File: src/rtl/vidclk_switch_seq.sv
// Video PLL retune sequencer: blanks the pixel domain, switches vidmode, waits for re-lock and settle.
// Optional switch_done pulse output is built when VIDCLK_SWITCH_DONE_EN is defined.
module vidclk_switch_seq #(
  parameter int BLANK_CYCLES  = 64,
  parameter int UNLOCK_WAIT   = 16,
  parameter int SETTLE_CYCLES = 1024,
  parameter int LOCK_TIMEOUT  = 2000000
) (
  input  logic clk_28m,
  input  logic reset_n,
  input  logic req_mode,
  input  logic video_locked,
  output logic vidmode,
  output logic video_reset_n,
  output logic busy,
  output logic cur_mode,
`ifdef VIDCLK_SWITCH_DONE_EN
  output logic switch_done,
`endif
  output logic lock_fail
);

  // A zero parameter behaves as one cycle; each counter only needs to reach N-1.
  localparam int BLANK_N   = (BLANK_CYCLES  < 1) ? 1 : BLANK_CYCLES;
  localparam int UNLOCK_N  = (UNLOCK_WAIT   < 1) ? 1 : UNLOCK_WAIT;
  localparam int SETTLE_N  = (SETTLE_CYCLES < 1) ? 1 : SETTLE_CYCLES;
  localparam int TIMEOUT_N = (LOCK_TIMEOUT  < 1) ? 1 : LOCK_TIMEOUT;

  localparam int BLANK_W   = (BLANK_N   > 1) ? $clog2(BLANK_N)   : 1;
  localparam int UNLOCK_W  = (UNLOCK_N  > 1) ? $clog2(UNLOCK_N)  : 1;
  localparam int SETTLE_W  = (SETTLE_N  > 1) ? $clog2(SETTLE_N)  : 1;
  localparam int TIMEOUT_W = (TIMEOUT_N > 1) ? $clog2(TIMEOUT_N) : 1;

  localparam logic [BLANK_W-1:0]   BLANK_LAST   = BLANK_W'(BLANK_N - 1);
  localparam logic [UNLOCK_W-1:0]  UNLOCK_LAST  = UNLOCK_W'(UNLOCK_N - 1);
  localparam logic [SETTLE_W-1:0]  SETTLE_LAST  = SETTLE_W'(SETTLE_N - 1);
  localparam logic [TIMEOUT_W-1:0] TIMEOUT_LAST = TIMEOUT_W'(TIMEOUT_N - 1);

  typedef enum logic [2:0] {
    ST_RUN       = 3'd0,
    ST_BLANK     = 3'd1,
    ST_SWITCH    = 3'd2,
    ST_WAIT_LOCK = 3'd3,
    ST_SETTLE    = 3'd4
  } state_t;

  state_t                state_reg, state_next;
  logic [1:0]            sync_reg;
  logic                  lk;
  logic [BLANK_W-1:0]    blank_cnt_reg, blank_cnt_next;
  logic [UNLOCK_W-1:0]   unlock_cnt_reg, unlock_cnt_next;
  logic [SETTLE_W-1:0]   settle_cnt_reg, settle_cnt_next;
  logic [TIMEOUT_W-1:0]  timeout_cnt_reg, timeout_cnt_next;
  logic                  vidmode_reg, vidmode_next;
  logic                  video_reset_n_reg, video_reset_n_next;
  logic                  busy_reg, busy_next;
  logic                  cur_mode_reg, cur_mode_next;
  logic                  lock_fail_reg, lock_fail_next;
`ifdef VIDCLK_SWITCH_DONE_EN
  logic                  switch_done_reg, switch_done_next;
`endif

  // video_locked comes from the PLL's own domain.
  always_ff @(posedge clk_28m or negedge reset_n) begin
    if (!reset_n) begin
      sync_reg <= 2'b00;
    end else begin
      sync_reg <= {sync_reg[0], video_locked};
    end
  end
  assign lk = sync_reg[1];

  always_ff @(posedge clk_28m or negedge reset_n) begin
    if (!reset_n) begin
      state_reg         <= ST_WAIT_LOCK;
      blank_cnt_reg     <= '0;
      unlock_cnt_reg    <= '0;
      settle_cnt_reg    <= '0;
      timeout_cnt_reg   <= '0;
      vidmode_reg       <= 1'b1;
      video_reset_n_reg <= 1'b0;
      busy_reg          <= 1'b1;
      cur_mode_reg      <= 1'b1;
      lock_fail_reg     <= 1'b0;
`ifdef VIDCLK_SWITCH_DONE_EN
      switch_done_reg   <= 1'b0;
`endif
    end else begin
      state_reg         <= state_next;
      blank_cnt_reg     <= blank_cnt_next;
      unlock_cnt_reg    <= unlock_cnt_next;
      settle_cnt_reg    <= settle_cnt_next;
      timeout_cnt_reg   <= timeout_cnt_next;
      vidmode_reg       <= vidmode_next;
      video_reset_n_reg <= video_reset_n_next;
      busy_reg          <= busy_next;
      cur_mode_reg      <= cur_mode_next;
      lock_fail_reg     <= lock_fail_next;
`ifdef VIDCLK_SWITCH_DONE_EN
      switch_done_reg   <= switch_done_next;
`endif
    end
  end

  // Counters run only in their own state and stop at N-1, so every state is entered with a zero count.
  always_comb begin
    state_next       = state_reg;
    blank_cnt_next   = '0;
    unlock_cnt_next  = '0;
    settle_cnt_next  = '0;
    timeout_cnt_next = '0;
    case (state_reg)
      ST_RUN: begin
        if (req_mode != vidmode_reg) begin
          state_next = ST_BLANK;
        end else if (!lk) begin
          state_next = ST_WAIT_LOCK;
        end
      end
      ST_BLANK: begin
        if (blank_cnt_reg == BLANK_LAST) begin
          state_next = ST_SWITCH;
        end else begin
          blank_cnt_next = blank_cnt_reg + 1'b1;
        end
      end
      ST_SWITCH: begin
        if (unlock_cnt_reg == UNLOCK_LAST) begin
          state_next = ST_WAIT_LOCK;
        end else begin
          unlock_cnt_next = unlock_cnt_reg + 1'b1;
        end
      end
      ST_WAIT_LOCK: begin
        if (lk) begin
          state_next = ST_SETTLE;
        end else if (timeout_cnt_reg == TIMEOUT_LAST) begin
          state_next = ST_BLANK;
        end else begin
          timeout_cnt_next = timeout_cnt_reg + 1'b1;
        end
      end
      ST_SETTLE: begin
        if (!lk) begin
          state_next = ST_WAIT_LOCK;
        end else if (settle_cnt_reg == SETTLE_LAST) begin
          state_next = ST_RUN;
        end else begin
          settle_cnt_next = settle_cnt_reg + 1'b1;
        end
      end
      default: begin
        state_next = ST_WAIT_LOCK;
      end
    endcase
  end

  // Outputs are computed from the upcoming state so the registers line up with it.
  always_comb begin
    vidmode_next       = vidmode_reg;
    cur_mode_next      = cur_mode_reg;
    lock_fail_next     = lock_fail_reg;
    video_reset_n_next = (state_next == ST_RUN);
    busy_next          = (state_next != ST_RUN);
`ifdef VIDCLK_SWITCH_DONE_EN
    switch_done_next   = 1'b0;
`endif
    if ((state_reg == ST_BLANK) && (state_next == ST_SWITCH)) begin
      vidmode_next = req_mode;
    end
    if ((state_reg == ST_WAIT_LOCK) && (state_next == ST_BLANK)) begin
      lock_fail_next = 1'b1;
    end
    if ((state_reg == ST_SETTLE) && (state_next == ST_RUN)) begin
      cur_mode_next  = vidmode_reg;
      lock_fail_next = 1'b0;
`ifdef VIDCLK_SWITCH_DONE_EN
      switch_done_next = (vidmode_reg != cur_mode_reg);
`endif
    end
  end

  assign vidmode       = vidmode_reg;
  assign video_reset_n = video_reset_n_reg;
  assign busy          = busy_reg;
  assign cur_mode      = cur_mode_reg;
  assign lock_fail     = lock_fail_reg;
`ifdef VIDCLK_SWITCH_DONE_EN
  assign switch_done   = switch_done_reg;
`endif

endmodule

File: config.mk
export PLATFORM = sky130hd
export DESIGN_NAME = vidclk_switch_seq
export DESIGN_NICKNAME = d
export VERILOG_FILES = /design/src/rtl/vidclk_switch_seq.sv
export SDC_FILE = /design/constraint.sdc
export NUM_CORES = 1
export LEC_CHECK = 0
export BUFFER_PORTS_ARGS = -buffer_cell sky130_fd_sc_hd__buf_2
export CAP_MARGIN = 10
export CORE_MARGIN = 4
export CORE_UTILIZATION = 35
export DETAILED_ROUTE_END_ITERATION = 8
export PLACE_DENSITY = 0.53
export SYNTH_ARGS = -nofsm -noshare
export SYNTH_HDL_FRONTEND = slang
export SYNTH_SLANG_ARGS = --single-unit
File: constraint.sdc
create_clock -name clk_28m -period 1.7 [get_ports clk_28m]
set_input_delay 0.34 -clock clk_28m [delete_from_list [all_inputs] [get_ports clk_28m]]
set_output_delay 0.34 -clock clk_28m [all_outputs]
set_load 0.02 [all_outputs]
# After elaboration in Yosys (flattened, before gate mapping)
# Index checks and enable logic that the tools add are counted.
[totals]
reg_bits = 51
latch_bits = 0
ramBits = 0
mem_bits_ro = 0
word_cells = 54
mem_count = 0
[classes]
add_sub_neg = 4
n_mul = 0
div = 0
n_lt_le_gt_ge = 0
eq_ne = 11
shift = 0
mux = 21
bitwise_logic = 0
reduce_logical = 7
[ops]
columns = ["operator", "n"]
rows = [
  ["two-way mux 21 bit", 3],
  ["two-way mux 10 bit", 3],
  ["two-way mux 3 bit", 8],
  ["adder 21 x 1 -> 21 bit (second input constant)", 1],
  ["equality test 21 bit (second input constant)", 1],
  ["one-hot mux 3 bit (5 select lines)", 1],
  ["two-way mux 6 bit", 2],
  ["adder 10 x 1 -> 10 bit (second input constant)", 1],
  ["equality test 10 bit (second input constant)", 1],
  ["equality test 3 x 2 -> 1 bit (second input constant)", 3],
  ["two-way mux 4 bit", 2],
  ["adder 6 x 1 -> 6 bit (second input constant)", 1],
  ["equality test 3 x 1 -> 1 bit (second input constant)", 2],
  ["equality test 6 bit (second input constant)", 1],
  ["logical NOT 3 bit", 2],
  ["adder 4 x 1 -> 4 bit (second input constant)", 1],
  ["equality test 4 bit (second input constant)", 1],
  ["equality test 3 bit (second input constant)", 1],
  ["logical AND 1 bit", 3],
  ["nonzero test 3 bit", 1],
  ["two-way mux 1 bit", 2],
  ["nonzero test 2 bit", 1],
  ["!= test 1 bit", 1],
]

# Longest topological paths before layout
[logic_depth]
depth_word = 8
ltp_mapped = 6

# Least setup slack after synthesis
# No wires, ideal clock.
[synth_path]
path_kind = "reg-to-reg"
startpoint = "register settle_cnt_reg[0]"
endpoint = "register video_reset_n_reg, in the netlist video_reset_n"
setup_ns = 0.121
arrival_ns = 1.504
required_ns = 1.579
setup_slack_ns = 0.076
path_stages_with_launch = 7
cell_sequence = "dfrtp_1 -> ha_1 -> and3_1 -> a41o_1 -> buf_2 -> and2_1 -> and4b_1"
[synth_between]
elab_chain_len = 5
[synth_rtl]
columns = ["element", "line_no", "rtl"]
rows = [
  ["start: declaration", "52", "logic [SETTLE_W-1:0] settle_cnt_reg, settle_cnt_next;"],
  ["start signal: assignment", "92", "settle_cnt_reg <= settle_cnt_next;"],
  ["equality test 10 bit", "146", "end else if (settle_cnt_reg == SETTLE_LAST) begin"],
  ["two-way mux 3 bit", "146", ""],
  ["two-way mux 3 bit", "144", "if (!lk) begin"],
  ["one-hot mux 3 bit (5 select lines)", "112", "case (state_reg)"],
  ["logical NOT 3 bit", "163", "video_reset_n_next = (state_next == ST_RUN);"],
  ["named net video_reset_n_next", "55", "logic video_reset_n_reg, video_reset_n_next;"],
  ["end signal: assignment", "95", "video_reset_n_reg <= video_reset_n_next;"],
  ["end: declaration", "55", ""],
]
# The timed path passes the listed nets, and every way through them passes these cells.
# A chain may end at the register's enable or synchronous reset.

# Worst setup path in the final report
# Same ends and word-level chain as after synthesis.

==> results.md <==
- The flow ran to the end, and the final reports show no timing, DRC or antenna violations.
- The post-synthesis to final-layout area growth is 14.4%.
- The DRC marker count from the first detailed-route iteration is 17.
- The number of antenna-violating nets in the routed design is 0.
- The quantity of I/O buffers inserted on ports is 8.
- The combinational cell fraction of total power is 21.1%.
- The wire-length estimate of the detail-placed layout is about 3000 µm.
- The deepest clock path buffer count is 2.
- The highest clock rate is 0.618 GHz.
- VDD sags by at most roughly 0.54 mV.
- In this design, the stage delay of the slowest critical-path cell is 0.42 ns.
- The Yosys warning count is 0.
- The share of final-layout standard cells stronger than drive strength 1 is 17.7%.
- The startpoint-to-endpoint class of the critical path is register to register.
- Setup violations remaining at the end of the flow were counted as 0.
- In the final timing run, aggregate negative setup slack is 0 ns.
- The cell family contributing the most delay on the critical path is simple AND/OR/NAND/NOR gates.
- Clock-pin slew was measured on the worst setup and hold paths at around 0.1 ns.
- The total via count in the routed design is 1678.
- The number of antenna violations at the first check in global routing is 0.
- The worst setup path is launched from a register.
- For this design the ratio of total power to cell area is approximately 1000 nW/µm².
- The number of top-level pins is 9.
- For this run, the post-layout net count is 255.
- The relative contribution of sequential cells to total power is 52.0%.
- The largest total area in the synthesized netlist belongs to sky130_fd_sc_hd__dfrtp_1.
- After layout, the design draws a total of 0.00276 W.
- The clock insertion delay at the later pin of the skew report is 0.31 ns.
- The cell internal power dissipation is 0.00194 W.
- The post-route standard cell area excluding fillers is about 2700 µm².
- After technology mapping, the gate count stands at 225.
- The max-slew violation total from the final report is 0.
- The number of clock buffers inserted by TritonCTS is 5.
- The flip-flop count of the largest register after layout is 21.
- For this configuration, the core starts out at a cell density of 36.7%.
- The synthesized area divided by synthesized cell count is 10.6 µm².
- The routability congestion estimate from global placement is 0.760.
- The share of synthesized area in the top cell type comes to 48.3%.
- After synthesis, the cell types taking the most area are sky130_fd_sc_hd__dfrtp_1 48%, sky130_fd_sc_hd__xor2_1 5.9%, sky130_fd_sc_hd__dfstp_2 5.5%.
- The total grt overflow is 0.
- The netlist area before placement is 2380 µm².
- For the final database, setup skew stands at 0.0144 ns.
- Before CTS, the worst setup slack after placement is -0.0284 ns.
- For the pin with the worst max-slew slack, the measured transition is 0.470 ns.
- The count of clock tree sinks is 51.
- STA classifies the critical path endpoint as a register.
- Of all nets on the critical path, the largest fanout is 4.
- Net switching is 29.7% of the power.
- The number of hold violations in the final report is 0.
- The analysis attributes to net switching a power of 0.000819 W.
- The core region is 6490 µm².
- The floorplan has 29 rows.
- In the post-synthesis netlist, the cell with the most instances is sky130_fd_sc_hd__dfrtp_1.
- The sequential cell area fraction in the yosys report is a little over half.
- Counting flops with a built-in enable in the synthesized netlist gives 0.
- The analysis attributes to cell leakage a power of ~1.2 nW.
- TritonCTS built the clock tree.
- The count of max-cap constraint violations is 0.
- The final layout contains routed wiring with a total length of 4320 µm.
- In the post-route analysis, the smallest setup slack over all paths is a little over 0.08 ns.
- The number of H-tree levels is 2.
- The overall routing resource usage is 11.1%.
- The share of async-settable or async-resettable flops after synthesis is 100%.
- The unique cell type count in the Yosys netlist is 43.
- The smallest clock period supported by the final layout is computed as approximately 1.6 ns.
- The number of nets handed over by synthesis was 233.
- In this run the vertical extent of the chip is approximately 91 µm.
- The number of global-route vias before repair is 1680.
- STA puts the critical path data required time at 1.90 ns.
- The number of antenna diodes in the final layout is 0.
- The routed wire length per instance is 13.3 µm.
- For this run, the detailed router's first-pass iteration total came to 4.
- Counting flops and latches in the post-synthesis netlist gives 51.
- The most used flip-flop cell after synthesis is sky130_fd_sc_hd__dfrtp_1.
- Walking the worst path, the cells encountered are ha_1 -> and3_2 -> a41o_1 -> and2_1 -> and4b_1.
- By count the netlist is led by 46 x sky130_fd_sc_hd__dfrtp_1, 32 x sky130_fd_sc_hd__nor2_1, 16 x sky130_fd_sc_hd__xor2_1.
- In this run, the clock network consumes 26.9% of the power.
- For the worst setup path, the data arrival time is 1.82 ns.
- The x dimension of the die is roughly 90 µm.
- The root buffer cell is sky130_fd_sc_hd__clkbuf_8.
- Once placement finished, the instance area stood at around 2600 µm².
- Final hold analysis gives a worst-case slack of 0.146 ns.
- The largest net degree at the start of global routing is 24.
- The path class of the tightest hold or removal check is primary input to register.
- Counting both buffers and inverters, the worst setup path holds a total of 0.
- The via count normalized by instance count is 5.16.
- The remaining max-slew budget at the tightest pin is 68.6%.
- The die covers 8200 µm².
- The slowest library cell on the worst path is sky130_fd_sc_hd__dfrtp_1.
- For this run, design rule violations remaining after detail routing come to 0.
- The first-pass GRT wire length is between 7000 and 8000 µm.
- Dividing the final minimum period by the clock period gives 95.1%.
==> path summary, 6_finish.rpt <==
| check | end | startpoint | cells after the start | slack, ns |
|---|---|---|---|---|
| max | video_reset_n$_DFF_PN0_ | settle_cnt_reg[0]$_DFF_PN0_ | 5 | 0.08 |
| min | sync_reg[0]$_DFF_PN0_ | video_locked | 1 | 0.15 |
| max reg2reg | video_reset_n$_DFF_PN0_ | settle_cnt_reg[0]$_DFF_PN0_ | 5 | 0.08 |
| min reg2reg | sync_reg[1]$_DFF_PN0_ | sync_reg[0]$_DFF_PN0_ | 0 | 0.37 |
| max in group asynchronous | state_reg[1]$_DFF_PN1_ | reset_n | 3 | 0.63 |
| min in group asynchronous | blank_cnt_reg[3]$_DFF_PN0_ | reset_n | 2 | 0.51 |
==> cell families after synthesis <==
logic type | after synthesis | synth area share [%]
and+or+nand+nor | 103 | 24.2
DFF | 51 | 53.8
AOI/OAI and AO/OA | 28 | 7.56
xor gates and xnor gates | 25 | 9.18
buffers and inverters | 12 | 2.26
adders and majority gates | 4 | 2.10
muxes | 2 | 0.944
==> layout by cell type (no fill, tap or decap), types with 5 or more instances in the layout <==
cell                        n
sky130_fd_sc_hd__a21oi_1    8
sky130_fd_sc_hd__and2_1     5
sky130_fd_sc_hd__buf_2      8
sky130_fd_sc_hd__buf_4     10
sky130_fd_sc_hd__clkbuf_8   6
sky130_fd_sc_hd__dfrtp_1   45
sky130_fd_sc_hd__dfstp_2    5
sky130_fd_sc_hd__inv_1      6
sky130_fd_sc_hd__nand2_1   11
sky130_fd_sc_hd__nand3_1   11
sky130_fd_sc_hd__nand4_1    9
sky130_fd_sc_hd__nor2_1    32
sky130_fd_sc_hd__o21ai_0    8
sky130_fd_sc_hd__or3_1      7
sky130_fd_sc_hd__xnor2_1    9
sky130_fd_sc_hd__xor2_1    16
==> stage by stage <==
step                utilization (%)  std cells
detailed placement             39.9        314
floorplan                         -        225
global placement               39.9        314
finish                         42.0        325
CTS                            41.6        323
global route                   42.0        325
==> layer usage <==
metal / global-route usage [%] / part of all wire (%)
met5: 0 / 0
met4: 2.68 / 1.0
met3: 2.67 / 3.0
met2: 17.5 / 44
met1: 15.5 / 51
==> power groups by stage <==
stage	Sequential, W	Clock, W	Combinational, W
after detailed placement	0.00146	0	0.000560
after floorplan	0.00144	0	0.000350
after global routing	0.00145	0.000821	0.000658
final	0.00144	0.000741	0.000582
after global placement	0.00146	0	0.000555
after CTS	0.00144	0.000770	0.000562
==> layout make-up <==
class	instances	area, µm²
Tap cell	77	96.3
Clock inverter	2	16.3
Multi-Input combinational cell	162	1060
Fill cell	628	3770
Inverter	6	22.5
Timing Repair Buffer	21	165
Clock buffer	6	82.6
Sequential cell	51	1280
==> timing repair <==
item / CTS / global route
endpoints found under the hold margin: 16 / 0
hold buffers: 1 / 0
gates cloned: 0 / 0
endpoints found under the setup margin: 1 / 10
resized for setup: 1 / 6
setup buffers: 0 / 2
pin swaps: 0 / 1
Power figures use the tool's default switching activity.
